==> src/rtl/intc_banked.sv <==
// intc_banked -- banked interrupt controller on the local CSR bus.
//
// Up to 16 interrupt sources, grouped in banks of 8. Each bank exposes four
// CSRs at BASE_ADDR + 4*bank + {0: IE, 1: IP (W1C), 2: MODE, 3: POL}.
// Sources are synchronised, polarity-corrected, then detected as an edge
// (MODE=1) or a level (MODE=0) into the pending register. irq is the
// registered OR of (IP & IE) across all banks.
//
// Ports:
//   clk, rst_n     system clock, asynchronous active-low reset
//   csr_a          CSR address (5 bits)
//   csr_di         CSR write data
//   csr_we         one-clk write strobe. The bus has no valid/ready: a write is
//                  taken on the clk edge that samples csr_we high, and a read is
//                  purely combinational (csr_do follows csr_a, no side effects).
//   csr_do         read data, 8'h00 outside this block's address window
//   int_in         raw asynchronous interrupt sources
//   irq            registered interrupt request, active high
module intc_banked #(
  parameter logic [4:0]  BASE_ADDR   = 5'h1c,
  parameter int          NUM_INTS    = 12,
  parameter int          SYNC_STAGES = 2,
  parameter logic [15:0] DFL_MODE    = 16'hffff
) (
  input  logic                clk,
  input  logic                rst_n,
  input  logic [4:0]          csr_a,
  input  logic [7:0]          csr_di,
  input  logic                csr_we,
  output logic [7:0]          csr_do,
  input  logic [NUM_INTS-1:0] int_in,
  output logic                irq
);

  localparam int NBANKS = (NUM_INTS + 7) / 8;
  localparam int W      = NBANKS * 8;
  localparam int CW     = $clog2(SYNC_STAGES + 2);

  localparam logic [W-1:0]  VALID_MASK = {W{1'b1}} >> (W - NUM_INTS);
  localparam logic [W-1:0]  MODE_RST   = DFL_MODE[W-1:0] & VALID_MASK;
  localparam logic [CW-1:0] ARM_DONE   = CW'(SYNC_STAGES + 1);

  // Register state
  logic [W-1:0]      ie_q, ie_d;
  logic [W-1:0]      ip_q, ip_d;
  logic [W-1:0]      mode_q, mode_d;
  logic [W-1:0]      pol_q, pol_d;
  logic [W-1:0]      sync_q [SYNC_STAGES];
  logic [W-1:0]      sync_d [SYNC_STAGES];
  logic [W-1:0]      prev_q, prev_d;
  logic [NBANKS-1:0] cfg_wr_q, cfg_wr_d;
  logic [CW-1:0]     arm_cnt_q, arm_cnt_d;
  logic              irq_q, irq_d;

  // Combinational helpers
  logic [4:0]   offset;
  logic [2:0]   bank_idx;
  logic [1:0]   reg_sel;
  logic         in_range;
  logic         armed;
  logic [W-1:0] w1c;
  logic [W-1:0] lvl;
  logic [W-1:0] edge_det;
  logic [W-1:0] supp;
  logic [W-1:0] set_v;

  // Address decode. The subtraction wraps in 5 bits, so addresses below the
  // base land far above 4*NBANKS and are rejected by the same compare.
  always_comb begin
    offset   = csr_a - BASE_ADDR;
    bank_idx = offset[4:2];
    reg_sel  = offset[1:0];
    in_range = ({1'b0, offset} < 6'(4 * NBANKS));
  end

  // Synchroniser chain; unused upper lanes are tied to zero.
  always_comb begin
    sync_d[0] = W'(int_in);
    for (int s = 1; s < SYNC_STAGES; s++) begin
      sync_d[s] = sync_q[s-1];
    end
  end

  // CSR writes and per-bank reconfiguration flag
  always_comb begin
    ie_d     = ie_q;
    mode_d   = mode_q;
    pol_d    = pol_q;
    w1c      = '0;
    cfg_wr_d = '0;
    for (int b = 0; b < NBANKS; b++) begin
      if (csr_we && in_range && (bank_idx == 3'(b))) begin
        case (reg_sel)
          2'd0: ie_d[8*b +: 8] = csr_di;
          2'd1: w1c[8*b +: 8]  = csr_di;
          2'd2: begin
            mode_d[8*b +: 8] = csr_di;
            cfg_wr_d[b]      = 1'b1;
          end
          default: begin
            pol_d[8*b +: 8] = csr_di;
            cfg_wr_d[b]     = 1'b1;
          end
        endcase
      end
    end
    ie_d   = ie_d & VALID_MASK;
    mode_d = mode_d & VALID_MASK;
    pol_d  = pol_d & VALID_MASK;
  end

  // Event detection. A MODE/POL write suppresses its bank in the write clk
  // (cfg_wr_d) and in the following clk (cfg_wr_q), which covers the one clk
  // where lvl already uses the new polarity but prev still holds the old one.
  always_comb begin
    armed    = (arm_cnt_q == ARM_DONE);
    lvl      = (sync_q[SYNC_STAGES-1] ^ pol_q) & VALID_MASK;
    edge_det = lvl & ~prev_q;
    prev_d   = lvl;
    supp     = '0;
    for (int b = 0; b < NBANKS; b++) begin
      supp[8*b +: 8] = {8{cfg_wr_d[b] | cfg_wr_q[b]}};
    end
    set_v = '0;
    if (armed) begin
      set_v = ~supp & ((mode_q & edge_det) | (~mode_q & lvl)) & VALID_MASK;
    end
    // A new event wins over a simultaneous W1C of the same bit.
    ip_d      = set_v | (ip_q & ~w1c);
    irq_d     = |(ip_q & ie_q);
    arm_cnt_d = armed ? arm_cnt_q : arm_cnt_q + CW'(1);
  end

  always_ff @(posedge clk or negedge rst_n) begin
    if (!rst_n) begin
      ie_q      <= '0;
      ip_q      <= '0;
      mode_q    <= MODE_RST;
      pol_q     <= '0;
      for (int s = 0; s < SYNC_STAGES; s++) begin
        sync_q[s] <= '0;
      end
      prev_q    <= '0;
      cfg_wr_q  <= '0;
      arm_cnt_q <= '0;
      irq_q     <= 1'b0;
    end else begin
      ie_q      <= ie_d;
      ip_q      <= ip_d;
      mode_q    <= mode_d;
      pol_q     <= pol_d;
      for (int s = 0; s < SYNC_STAGES; s++) begin
        sync_q[s] <= sync_d[s];
      end
      prev_q    <= prev_d;
      cfg_wr_q  <= cfg_wr_d;
      arm_cnt_q <= arm_cnt_d;
      irq_q     <= irq_d;
    end
  end

  // Combinational read mux
  always_comb begin
    csr_do = 8'h00;
    for (int b = 0; b < NBANKS; b++) begin
      if (in_range && (bank_idx == 3'(b))) begin
        case (reg_sel)
          2'd0:    csr_do = ie_q[8*b +: 8];
          2'd1:    csr_do = ip_q[8*b +: 8];
          2'd2:    csr_do = mode_q[8*b +: 8];
          default: csr_do = pol_q[8*b +: 8];
        endcase
      end
    end
  end

  assign irq = irq_q;

endmodule

==> config.mk <==
export PLATFORM = sky130hd
export DESIGN_NAME = intc_banked
export DESIGN_NICKNAME = d
export VERILOG_FILES = /design/src/rtl/intc_banked.sv
export SDC_FILE = /design/constraint.sdc
export NUM_CORES = 1
export LEC_CHECK = 0
export ABC_AREA = 1
export CORE_MARGIN = 1
export CORE_UTILIZATION = 30
export DETAILED_ROUTE_END_ITERATION = 8
export GPL_TIMING_DRIVEN = 0
export PLACE_DENSITY_LB_ADDON = 0.1
export SLEW_MARGIN = 5
export SYNTH_ARGS = -nofsm -noshare
export SYNTH_HDL_FRONTEND = slang
export SYNTH_SLANG_ARGS = --single-unit
==> constraint.sdc <==
create_clock -name clk -period 1.33 [get_ports clk]
set_input_delay 0.133 -clock clk [delete_from_list [all_inputs] [get_ports clk]]
set_output_delay 0.133 -clock clk [all_outputs]
set_load 0.1 [all_outputs]
# Word-level counts from Yosys, hierarchy flattened
# Cells that the tools add are included.
dict set report classes {
  add_sub_neg 2
  magnitude_cmp 1
  eq_ne 4
  muxes 11
  n_bitwise 16
  n_reduce_logical 16
}
# op n
set ops {}
lappend ops {{bitwise AND 12 bit} 4}
lappend ops {{one-hot mux 8 bit (3 select lines)} 2}
lappend ops {{2-to-1 mux 8 bit} 5}
lappend ops {{NOT 12 bit} 3}
lappend ops {{bitwise AND 16 x 12 -> 16 bit} 1}
lappend ops {{bitwise AND 16 bit} 1}
lappend ops {{NOT 16 bit} 1}
lappend ops {{OR 12 x 16 -> 16 bit} 1}
lappend ops {{OR reduction 16 bit} 1}
lappend ops {{2-to-1 mux 12 bit} 1}
lappend ops {{OR 12 bit} 1}
lappend ops {{AND reduction 2 bit} 6}
lappend ops {{XOR 12 bit} 1}
lappend ops {{logical AND 1 bit} 5}
lappend ops {{< comparator 5 x 4 -> 1 bit (second input constant)} 1}
lappend ops {{subtractor 5 bit (second input constant)} 1}
lappend ops {{equality test 2 bit (second input constant)} 2}
lappend ops {{equality test 3 x 1 -> 1 bit (second input constant)} 1}
lappend ops {{logical NOT 3 bit} 1}
lappend ops {{2-to-1 mux 1 bit} 3}
lappend ops {{OR reduction 3 bit} 1}
lappend ops {{adder 2 x 1 -> 2 bit (second input constant)} 1}
lappend ops {{equality test 2 x 1 -> 1 bit (second input constant)} 1}
lappend ops {{logical NOT 2 bit} 1}
lappend ops {{other kinds (3)} 4}
dict set report word_totals {
  ff_bits 93
  in_bits 28
  out_inout_bits 9
  word_cells 63
}

# Depth between registers and ports, before layout
# Gate-level depths: netlist (run 1).
dict set report logic_depth {
  depth_word 10
  mapped_depth 9
  ltp_nobuf 8
}

# Worst setup path after synthesis (run 1)
# No wires, ideal clock.
dict set report synth_path {
  kind {input port to output port}
  start {input csr_a[2]}
  end {output csr_do[0]}
  arrival_ps 1680
  required_ps 1197
  slack_ps -483
  path_stages 8
  n_path_buf 1
  path_cell_list {inv_1 -> ha_1 -> buf_2 -> inv_1 -> nand2_1 -> nor3_2 -> nand3_1 -> nand2_1}
}
dict set report synth_via {
  elab_chain_len 5
  elab_cells_between_ends 8
  cone_classes {1 x add/sub; 1 x order compare; 1 x eq/ne; 2 x mux; 3 x reduce/logical}
}
# element line_no
set synth_rtl {}
lappend synth_rtl {{start: declaration} 27} ;# input logic [4:0] csr_a,
lappend synth_rtl {{subtractor 5 bit *} 70} ;# offset = csr_a - BASE_ADDR;
lappend synth_rtl {{< comparator 5 x 4 -> 1 bit / logical NOT 3 bit (equally long branches)} {73, 166}}
lappend synth_rtl {{logical AND 1 bit} 166} ;# if (in_range && (bank_idx == 3'(b))) begin
lappend synth_rtl {{2-to-1 mux 8 bit} 166}
lappend synth_rtl {{2-to-1 mux 8 bit *} 166}
lappend synth_rtl {{end: declaration} 30} ;# output logic [7:0] csr_do,
# Mark *: on every way between the ends. The rest lies on a longest branch, timed or not.

# Worst setup path after layout (run 1)
dict set report layout_path {
  start {register mode_q[6]}
  end {output csr_do[6]}
}
dict set report layout_via {
  elab_chain_len 3
}
# element line_no
set layout_rtl {}
lappend layout_rtl {{start: declaration} 46} ;# logic [W-1:0] mode_q, mode_d;
lappend layout_rtl {{start signal: assignment} 150} ;# mode_q <= mode_d;
lappend layout_rtl {{one-hot mux 8 bit (3 select lines)} 167} ;# case (reg_sel)
lappend layout_rtl {{2-to-1 mux 8 bit (2 in a row)} 166}
# No other way between the ends.

==> impl_metrics.json, run 1 <==
{
  "status": "finished, violations left",
  "violations": "negative setup slack",
  "grt_pass1_vias": 3521,
  "syn_nets": 530,
  "routed_via_density": 4.620,
  "max_cap_viol_count": 0,
  "synth_seq_cells": 93,
  "synth_cell_types": 24,
  "netlist_area_sq_mm": 0.004258,
  "grtUsageTotal_pct": 18.10,
  "min_period_ps": 1542,
  "dp_slack_ps": -1994,
  "path_max_fanout": 2,
  "wire_per_inst_um": 15.93,
  "worst_pin_slew_ps": 469.6,
  "yosys-top-cells-area": "dfrtp_1, nand2_1, nand3_1",
  "clk_pin_slew_ps": 70,
  "io_buffers": 36,
  "wirelength_um": 12190,
  "layout_common_cells": "nand2_1, dfrtp_1, nand3_1",
  "fin_util_pct": 43.41,
  "grt_antenna_before_repair": 0,
  "yosysTopAreaCell": "dfrtp_1",
  "powerDensity_mw_per_mm2": 1241,
  "postPlaceCellArea_sq_mm": 0.005084,
  "setup_ws_ps": -212.4,
  "synth_top_cell_area_share_pct": 47.61,
  "globalRouteOverflowTotal": 0,
  "p_leak_nw": 2.849,
  "die_y_um": 121.1,
  "ys_seq_area_share_pct": 55.01,
  "crit_arrival_ps": 1410,
  "setup_viol": 8,
  "area_growth_pct": 41.52,
  "layout-drive-gt1-share_pct": 29.23,
  "drc": 0,
  "finalHoldViolCount": 0,
  "clock-sinks": 93,
  "vias": 3534,
  "drv_slew": 0,
  "antenna_cells": 0,
  "totalPowerFinal_mw": 7.481,
  "post-route-cell-area_sq_mm": 0.006026,
  "slew-limit-headroom_pct": 68.60,
  "synthCells": 498,
  "fmax_mhz": 648.3,
  "rows": 43,
  "criticalPathCategory": "flip-flop to output port",
  "ir_drop_mv": 0.6187,
  "die_width_um": 121.1,
  "holdCritPathClass": "input pin to flip-flop",
  "rsz0062_at_grt": "yes",
  "place_hpwl_um": 8598,
  "start_kind": "flip-flop",
  "fillers": 1366,
  "cp.required_ps": 1200,
  "cts-htree-levels": 3,
  "whs_ps": 214.4,
  "cts_buffers": 9,
  "grt_first_pass_wirelength_um": 19490,
  "fin_crit_sh_pct": 116.0,
  "tns_ps": -1563,
  "drt_iter0_markers": 282,
  "final_common_cell": "nand2_1",
  "clk-insertion-delay-late_ps": 350,
  "crit_path_end_kind": "output port",
  "cts_tree": "yes",
  "initial_core_util_pct": 30.67,
  "fin_nets": 612,
  "multiInputGateArea_sq_mm": 0.002152,
  "dieArea_sq_mm": 0.01467,
  "yosysWarnings": 0,
  "core_sq_mm": 0.01388,
  "seqCellArea_sq_mm": 0.002342,
  "num_io_pins": 37,
  "place_inst": 715,
  "cts_buffer_depth": 2,
  "final_cells": 765,
  "ant_nets": 0,
  "grt_start_max_net_pins": 68,
  "gp_congestion": 0.8370,
  "syn_area_per_cell_sq_um": 8.550,
  "firstDrtPassIters": 4,
  "cts_root_buffer": "clkbuf_16",
  "finClkSkew_ps": 7.619
}
==> layer usage <==
metal  up-vias  global-route usage [%]  share of wire [%]
met5         -                       0                  0
met4         0                   6.867                1.7
met3        15                   3.383                4.0
met2        64                   27.36                 46
met1      1677                   25.59                 48
li1       1778                       -                  -
==> final timing paths <==
path | startpoint | end | slack, ps | depth (start not counted)
max reg2reg | arm_cnt_q[0]$_DFFE_PN0N_ | ip_q[9]$_DFF_PN0_ | 60 | 6
max in group asynchronous | rst_n | mode_q[8]$_DFFE_PN1P_ | 380 | 3
min in group asynchronous | rst_n | ie_q[4]$_DFFE_PN0P_ | 260 | 2
min reg2reg | sync_d[9]$_DFF_PN0_ | sync_q[9]$_DFF_PN0_ | 350 | 0
max | mode_q[6]$_DFFE_PN1P_ | csr_do[6] | -210 | 5
min | int_in[10] | sync_d[10]$_DFF_PN0_ | 210 | 1
==> critical path, stage by stage (launching register included) <==
cell and delay (ps):
dfstp_2 550, nand2_2 60, nand4_1 120, nand2_2 110
nand2_8 70, buf_12 160
==> cells in the mapped netlist, drive strengths merged <==
master / n
a21boi: 4
a21oi: 2
buf: 16
clkbuf: 2
dfrtp: 81
dfstp: 12
ha: 4
inv: 37
mux2: 1
nand2: 176
nand3: 76
nand4: 31
nor2: 28
nor3: 1
o21ai: 7
or2: 7
xnor2: 13
==> registers in the layout (all words and copies together) (netlist names), 2 cells and up <==
register,count
sync_d,12
cfg_wr_q,2
mode_q,12
ip_q,16
sync_q,12
prev_q,12
pol_q,12
arm_cnt_q,2
ie_q,12
==> final cells by class <==
type	count	share of cell area [%]
plain buffers	17	1.993
clock buffers	11	4.028
clock inverters	5	0.9967
inverters	37	2.512
multi-input cells	351	35.71
flip-flops and latches	93	38.87
well taps	180	3.738
repair buffers	71	12.15
==> kinds of logic (layout without fill, tap and decap cells) <==
logic type | count (synthesis) | in the layout | share of synthesized area [%]
AND/OR/NAND/NOR | 319 | 320 | 33.68
flip-flops | 93 | 93 | 55.01
AO/OA/AOI/OAI | 13 | 13 | 1.763
buffers and inverters | 55 | 141 | 5.437
XOR/XNOR | 13 | 13 | 2.674
adder cells (fa/ha/maj) | 4 | 4 | 1.175
multiplexers | 1 | 1 | 0.2645
==> timing repair <==
item | in CTS | in global routing
setup endpoints to repair | 63 | 32
resized for setup | 152 | 30
hold buffers | 1 | 0
pin swaps | 31 | 19
buffers inserted | 31 | 1
cloned | 2 | 0
endpoints found under the hold margin | 26 | 0
==> power by group <==
group | switching, mW | internal (mW)
sequential | 0.187 | 3.17
combinational | 0.885 | 0.615
clock | 1.11 | 1.51
total | 2.19 | 5.30
Power figures use the tool's default switching activity.
==> inputs of run 2 (changes only) <==
--- a/config.mk
+++ b/config.mk
@@ -11,7 +11,7 @@
 export DETAILED_ROUTE_END_ITERATION = 8
 export GPL_TIMING_DRIVEN = 0
 export PLACE_DENSITY_LB_ADDON = 0.1
-export SLEW_MARGIN = 5
+export SLEW_MARGIN = 0
 export SYNTH_ARGS = -nofsm -noshare
 export SYNTH_HDL_FRONTEND = slang
 export SYNTH_SLANG_ARGS = --single-unit
==> impl_metrics.json, run 2 (synthesized netlist as in run 1, its figures left out) <==
{
  "status": "finished, violations left",
  "violations": "negative setup slack",
  "tns_ps": -1594,
  "path_max_fanout": 2,
  "cts-htree-levels": 3,
  "dp_slack_ps": -2003,
  "fillers": 1367,
  "min_period_ps": 1543,
  "finClkSkew_ps": 10.29,
  "r2r_setup_slack_ps": 90,
  "r2r-start": "arm_cnt_q[0]$_DFFE_PN0N_",
  "cts_buffers": 9,
  "holdCritPathClass": "input pin to flip-flop",
  "routed_via_density": 4.713,
  "grtUsageTotal_pct": 18.52,
  "layout_common_cells": "nand2_1, dfrtp_1, nand3_1",
  "grt_pass1_vias": 3528,
  "die_y_um": 121.1,
  "firstDrtPassIters": 4,
  "max_stage_delay_ps": 550,
  "grt_start_max_net_pins": 69,
  "fmax_mhz": 647.9,
  "reg2reg_depth": 6,
  "p_leak_nw": 2.875,
  "dieArea_sq_mm": 0.01467,
  "cts_buffer_depth": 2,
  "whs_ps": 210.0,
  "layout-drive-gt1-share_pct": 29.18,
  "gp_congestion": 0.8370,
  "clock-sinks": 93,
  "worst_pin_slew_ps": 484.0,
  "die_width_um": 121.1,
  "fin_nets": 613,
  "crit_arrival_ps": 1410,
  "rsz0062_at_grt": "yes",
  "cts_tree": "yes",
  "rows": 43,
  "setup_viol": 8,
  "antenna_cells": 0,
  "largest_register_ffs": 16,
  "wirelength_um": 12290,
  "wire_per_inst_um": 16.05,
  "drv_slew": 0,
  "initial_core_util_pct": 30.67,
  "powerDensity_mw_per_mm2": 1278,
  "ant_nets": 0,
  "min_path_cells": 1,
  "place_hpwl_um": 8595,
  "globalRouteOverflowTotal": 0,
  "grt_antenna_before_repair": 0,
  "crit_path_end_kind": "output port",
  "max_cap_viol_count": 0,
  "fin_crit_sh_pct": 116.0,
  "area_growth_pct": 42.87,
  "cpMaxStageDelayCell": "dfstp_2",
  "crit_path_frequent_cell": "nand2_2",
  "top_register": "ip_q",
  "slew-limit-headroom_pct": 67.96,
  "criticalPathCategory": "flip-flop to output port",
  "fin_util_pct": 43.83,
  "cp.required_ps": 1200,
  "final_common_cell": "nand2_1",
  "cts_root_buffer": "clkbuf_16",
  "clk_pin_slew_ps": 70,
  "start_kind": "flip-flop",
  "setup_ws_ps": -213.4,
  "drc": 0,
  "min_to": "sync_d[10]$_DFF_PN0_",
  "cp_cell_sequence": "nand2_2 -> nand4_1 -> nand2_2 -> nand2_8 -> buf_12",
  "grt_first_pass_wirelength_um": 19870,
  "vias": 3610,
  "clk-insertion-delay-late_ps": 360,
  "totalPowerFinal_mw": 7.774,
  "core_sq_mm": 0.01388,
  "io_buffers": 36,
  "finalHoldViolCount": 0,
  "ir_drop_mv": 0.5779,
  "drt_iter0_markers": 279,
  "min_from": "int_in[10]",
  "num_io_pins": 37,
  "reg2reg_to": "ip_q[9]$_DFF_PN0_"
}
## run 2: changes by cell type in the layout (fill, tap and decap cells not counted), sizes merged
cell	before	now
clkdlybuf4s15	1	3
clkinv	3	1
buf	61	60
bufinv	1	2
clkbuf	15	16
inv	37	38
nor2	29	28
## run 2: routing by layer
metal / track usage (%) / up-vias / wire, um
met5: 0 / - / 0
met4: 8.333 / 0 / 262
met3: 3.148 / 19 / 646
met2: 27.04 / 81 / 5636
met1: 26.67 / 1730 / 5747
li1: - / 1780 / -
## run 2: what timing repair did
action                                  in CTS  in global routing
gates cloned                                 1                  0
resized for setup                          155                 27
hold endpoints to repair                    25                  0
setup buffers                               31                  3
endpoints found under the setup margin      63                 30
pin swaps                                   31                 21
hold buffers                                 1                  0
## run 2: through the flow
step                std cells  instance area (sq um)
floorplan                 498                   4473
global placement          714                   5059
detailed placement        715                   5084
CTS                       763                   5948
global route              766                   6083
finish                    766                   6083
## run 2: how the worst max path moves through the flow
stage,startpoint,end,slack (ps),cells past startpoint
2_1_floorplan,csr_a[2],csr_do[0],-30,7
3_3_place_gp,rst_n,sync_d[8]$_DFF_PN0_,-3500,1
3_5_place_dp,csr_a[2],csr_do[2],-2000,9
4_1_cts,mode_q[2]$_DFFE_PN1P_,csr_do[2],-230,5
5_1_grt,mode_q[6]$_DFFE_PN1P_,csr_do[6],-270,5
6_report,mode_q[6]$_DFFE_PN1P_,csr_do[6],-210,5
## run 2: area by class of cell
| cell class | count | area [sq um] | share of cell area (%) |
|---|---|---|---|
| timing repair buffer | 73 | 758.2 | 12.46 |
| clock inverter | 5 | 81.33 | 1.337 |
| buffer | 17 | 122.6 | 2.016 |
| tap | 180 | 225.2 | 3.702 |
| inverter | 37 | 158.9 | 2.612 |
| sequential | 93 | 2342 | 38.50 |
| clock buffer | 11 | 252.7 | 4.155 |
| multi-input combinational | 350 | 2142 | 35.21 |
## run 2: critical path, delay by kind of cell (launching register included)
kind / cells / cell delay, ps
flip-flops: 1 / 550
AND/OR/NAND/NOR: 4 / 340
buffers and inverters: 1 / 160
## run 2: report_power, final
part           internal (mW)  switching [mW]  leakage, nW
clock                   1.75            1.14        0.162
combinational          0.627           0.892         1.63
sequential              3.17           0.193         1.08
total                   5.55            2.22         2.88
==> inputs of run 3 (changes only) <==
--- a/config.mk
+++ b/config.mk
@@ -10,7 +10,6 @@
 export CORE_UTILIZATION = 30
 export DETAILED_ROUTE_END_ITERATION = 8
 export GPL_TIMING_DRIVEN = 0
-export PLACE_DENSITY_LB_ADDON = 0.1
 export SLEW_MARGIN = 0
 export SYNTH_ARGS = -nofsm -noshare
 export SYNTH_HDL_FRONTEND = slang
==> impl_metrics.json, run 3 (synthesized netlist as in run 1, its figures left out) <==
{
  "fin_crit_sh_pct": 118.2,
  "die_width_um": 121.1,
  "start_kind": "flip-flop",
  "grt_pass1_vias": 3575,
  "cpMaxStageDelayCell": "dfstp_2",
  "crit_path_frequent_cell": "nand2_2",
  "min_from": "int_in[1]",
  "cts-htree-levels": 3,
  "criticalPathCategory": "flip-flop to output port",
  "finalHoldViolCount": 0,
  "io_buffers": 36,
  "setup_ws_ps": -241.5,
  "ir_drop_mv": 0.5744,
  "multiInputGateArea_sq_mm": 0.002056,
  "r2r_setup_slack_ps": 100,
  "wirelength_um": 11440,
  "grtUsageTotal_pct": 16.89,
  "area_growth_pct": 39.70,
  "layout-drive-gt1-share_pct": 26.88,
  "drc": 0,
  "place_hpwl_um": 7936,
  "rows": 43,
  "initial_core_util_pct": 30.67,
  "finClkSkew_ps": 6.237,
  "wire_per_inst_um": 14.97,
  "cp.buffers_inverters": 1,
  "antenna_cells": 0,
  "crit_arrival_ps": 1440,
  "path_max_fanout": 2,
  "ant_nets": 0,
  "clk_pin_slew_ps": 70,
  "reg2reg_depth": 6,
  "die_y_um": 121.1,
  "fillers": 1328,
  "num_io_pins": 37,
  "top_register": "ip_q",
  "cts_buffers": 9,
  "whs_ps": 213.2,
  "fin_nets": 611,
  "reg2reg_to": "ip_q[9]$_DFF_PN0_",
  "fin_util_pct": 42.85,
  "min_path_cells": 1,
  "firstDrtPassIters": 5,
  "setup_viol": 8,
  "clk-insertion-delay-late_ps": 350,
  "min_period_ps": 1572,
  "dieArea_sq_mm": 0.01467,
  "fmax_mhz": 636.3,
  "final_common_cell": "nand2_1",
  "violations": "negative setup slack",
  "largest_register_ffs": 16,
  "max_cap_viol_count": 0,
  "powerDensity_mw_per_mm2": 1248,
  "routed_via_density": 4.737,
  "drt_iter0_markers": 220,
  "drv_slew": 0,
  "r2r-start": "arm_cnt_q[0]$_DFFE_PN0N_",
  "max_stage_delay_ps": 560,
  "worst_pin_slew_ps": 641.4,
  "core_sq_mm": 0.01388,
  "totalPowerFinal_mw": 7.424,
  "gp_congestion": 0.8723,
  "cts_tree": "yes",
  "status": "finished, violations left",
  "grt_start_max_net_pins": 49,
  "min_to": "sync_d[1]$_DFF_PN0_",
  "vias": 3619,
  "rsz0062_at_grt": "yes",
  "dp_slack_ps": -1976,
  "slew-limit-headroom_pct": 57.24,
  "grt_first_pass_wirelength_um": 18750,
  "p_leak_nw": 2.824,
  "cp_cell_sequence": "nand2_2 -> nand4_1 -> nand2_2 -> nand2_8 -> buf_12",
  "clock-sinks": 93,
  "layout_common_cells": "nand2_1, dfrtp_1, nand3_1",
  "cts_root_buffer": "clkbuf_16",
  "holdCritPathClass": "input pin to flip-flop",
  "cts_buffer_depth": 2,
  "seqCellArea_sq_mm": 0.002342,
  "crit_path_end_kind": "output port",
  "globalRouteOverflowTotal": 0,
  "grt_antenna_before_repair": 0,
  "cp.required_ps": 1200,
  "critical_path.top_delay_family": "flip-flops"
}
[run 3: cell types whose count changed in the layout (fill, tap and decap cells not counted), sizes merged]
| cell | previous run | this run |
|---|---|---|
| buf | 60 | 58 |
| bufinv | 2 | 1 |
| clkbuf | 16 | 15 |
| clkdlybuf4s15 | 3 | 2 |
| clkinv | 1 | 2 |
| dlygate4sd2 | 0 | 1 |
| inv | 38 | 39 |
[run 3: worst max path at each step]
| stage | slack (ps) | endpoint | cells past startpoint | start |
|---|---|---|---|---|
| 2_1_floorplan | -30 | csr_do[0] | 7 | csr_a[2] |
| 3_3_place_gp | -3260 | ip_q[13]$_DFF_PN0_ | 1 | rst_n |
| 3_5_place_dp | -1980 | csr_do[2] | 9 | csr_a[2] |
| 4_1_cts | -230 | csr_do[2] | 5 | mode_q[2]$_DFFE_PN1P_ |
| 5_1_grt | -280 | csr_do[6] | 5 | mode_q[6]$_DFFE_PN1P_ |
| 6_report | -240 | csr_do[6] | 5 | mode_q[6]$_DFFE_PN1P_ |
[run 3: stage by stage]
step | setup TNS [ps] | std cells | area, sq um
detailed placement | -55670 | 715 | 5084
finish | -1706 | 764 | 5948
global route | -2040 | 764 | 5948
CTS | -1708 | 761 | 5888
global placement | -342450 | 714 | 5059
floorplan | -201.8 | 498 | 4473
[run 3: timing repair]
action / 4_1_cts / 5_1_grt
pin swaps: 28 / 11
endpoints found under the hold margin: 41 / 0
hold buffers: 1 / 0
cloned: 0 / 0
buffers inserted: 29 / 3
endpoints found under the setup margin: 63 / 45
gates resized for setup: 143 / 12
[run 3: report_power, final]
part,switching [mW],internal [mW]
registers,0.179,3.17
clock network,1.15,1.48
logic,0.850,0.603
[run 3: final cells by class]
type | instances | share of cell area [%]
Buffer | 18 | 2.251
Clock buffer | 10 | 3.849
Clock inverter | 6 | 1.199
Inverter | 37 | 2.545
Multi-Input combinational cell | 350 | 34.56
Sequential cell | 93 | 39.38
Tap cell | 180 | 3.786
Timing Repair Buffer | 70 | 12.43
[run 3: routing by layer]
| layer | global-route usage (%) | routed length [um] | up-vias |
|---|---|---|---|
| met3 | 3.148 | 543 | 23 |
| li1 | - | - | 1780 |
| met4 | 7.099 | 313 | 0 |
| met5 | 0 | 0 | - |
| met1 | 22.34 | 5094 | 1715 |
| met2 | 27.04 | 5483 | 101 |
[run 3: worst register-to-register path, delay by kind of cell, from the launching register on]
family	cells	cell delay [ps]
adders and majority gates	1	190
buffers and inverters	1	160
DFF	1	400
and+or+nand+nor	4	420
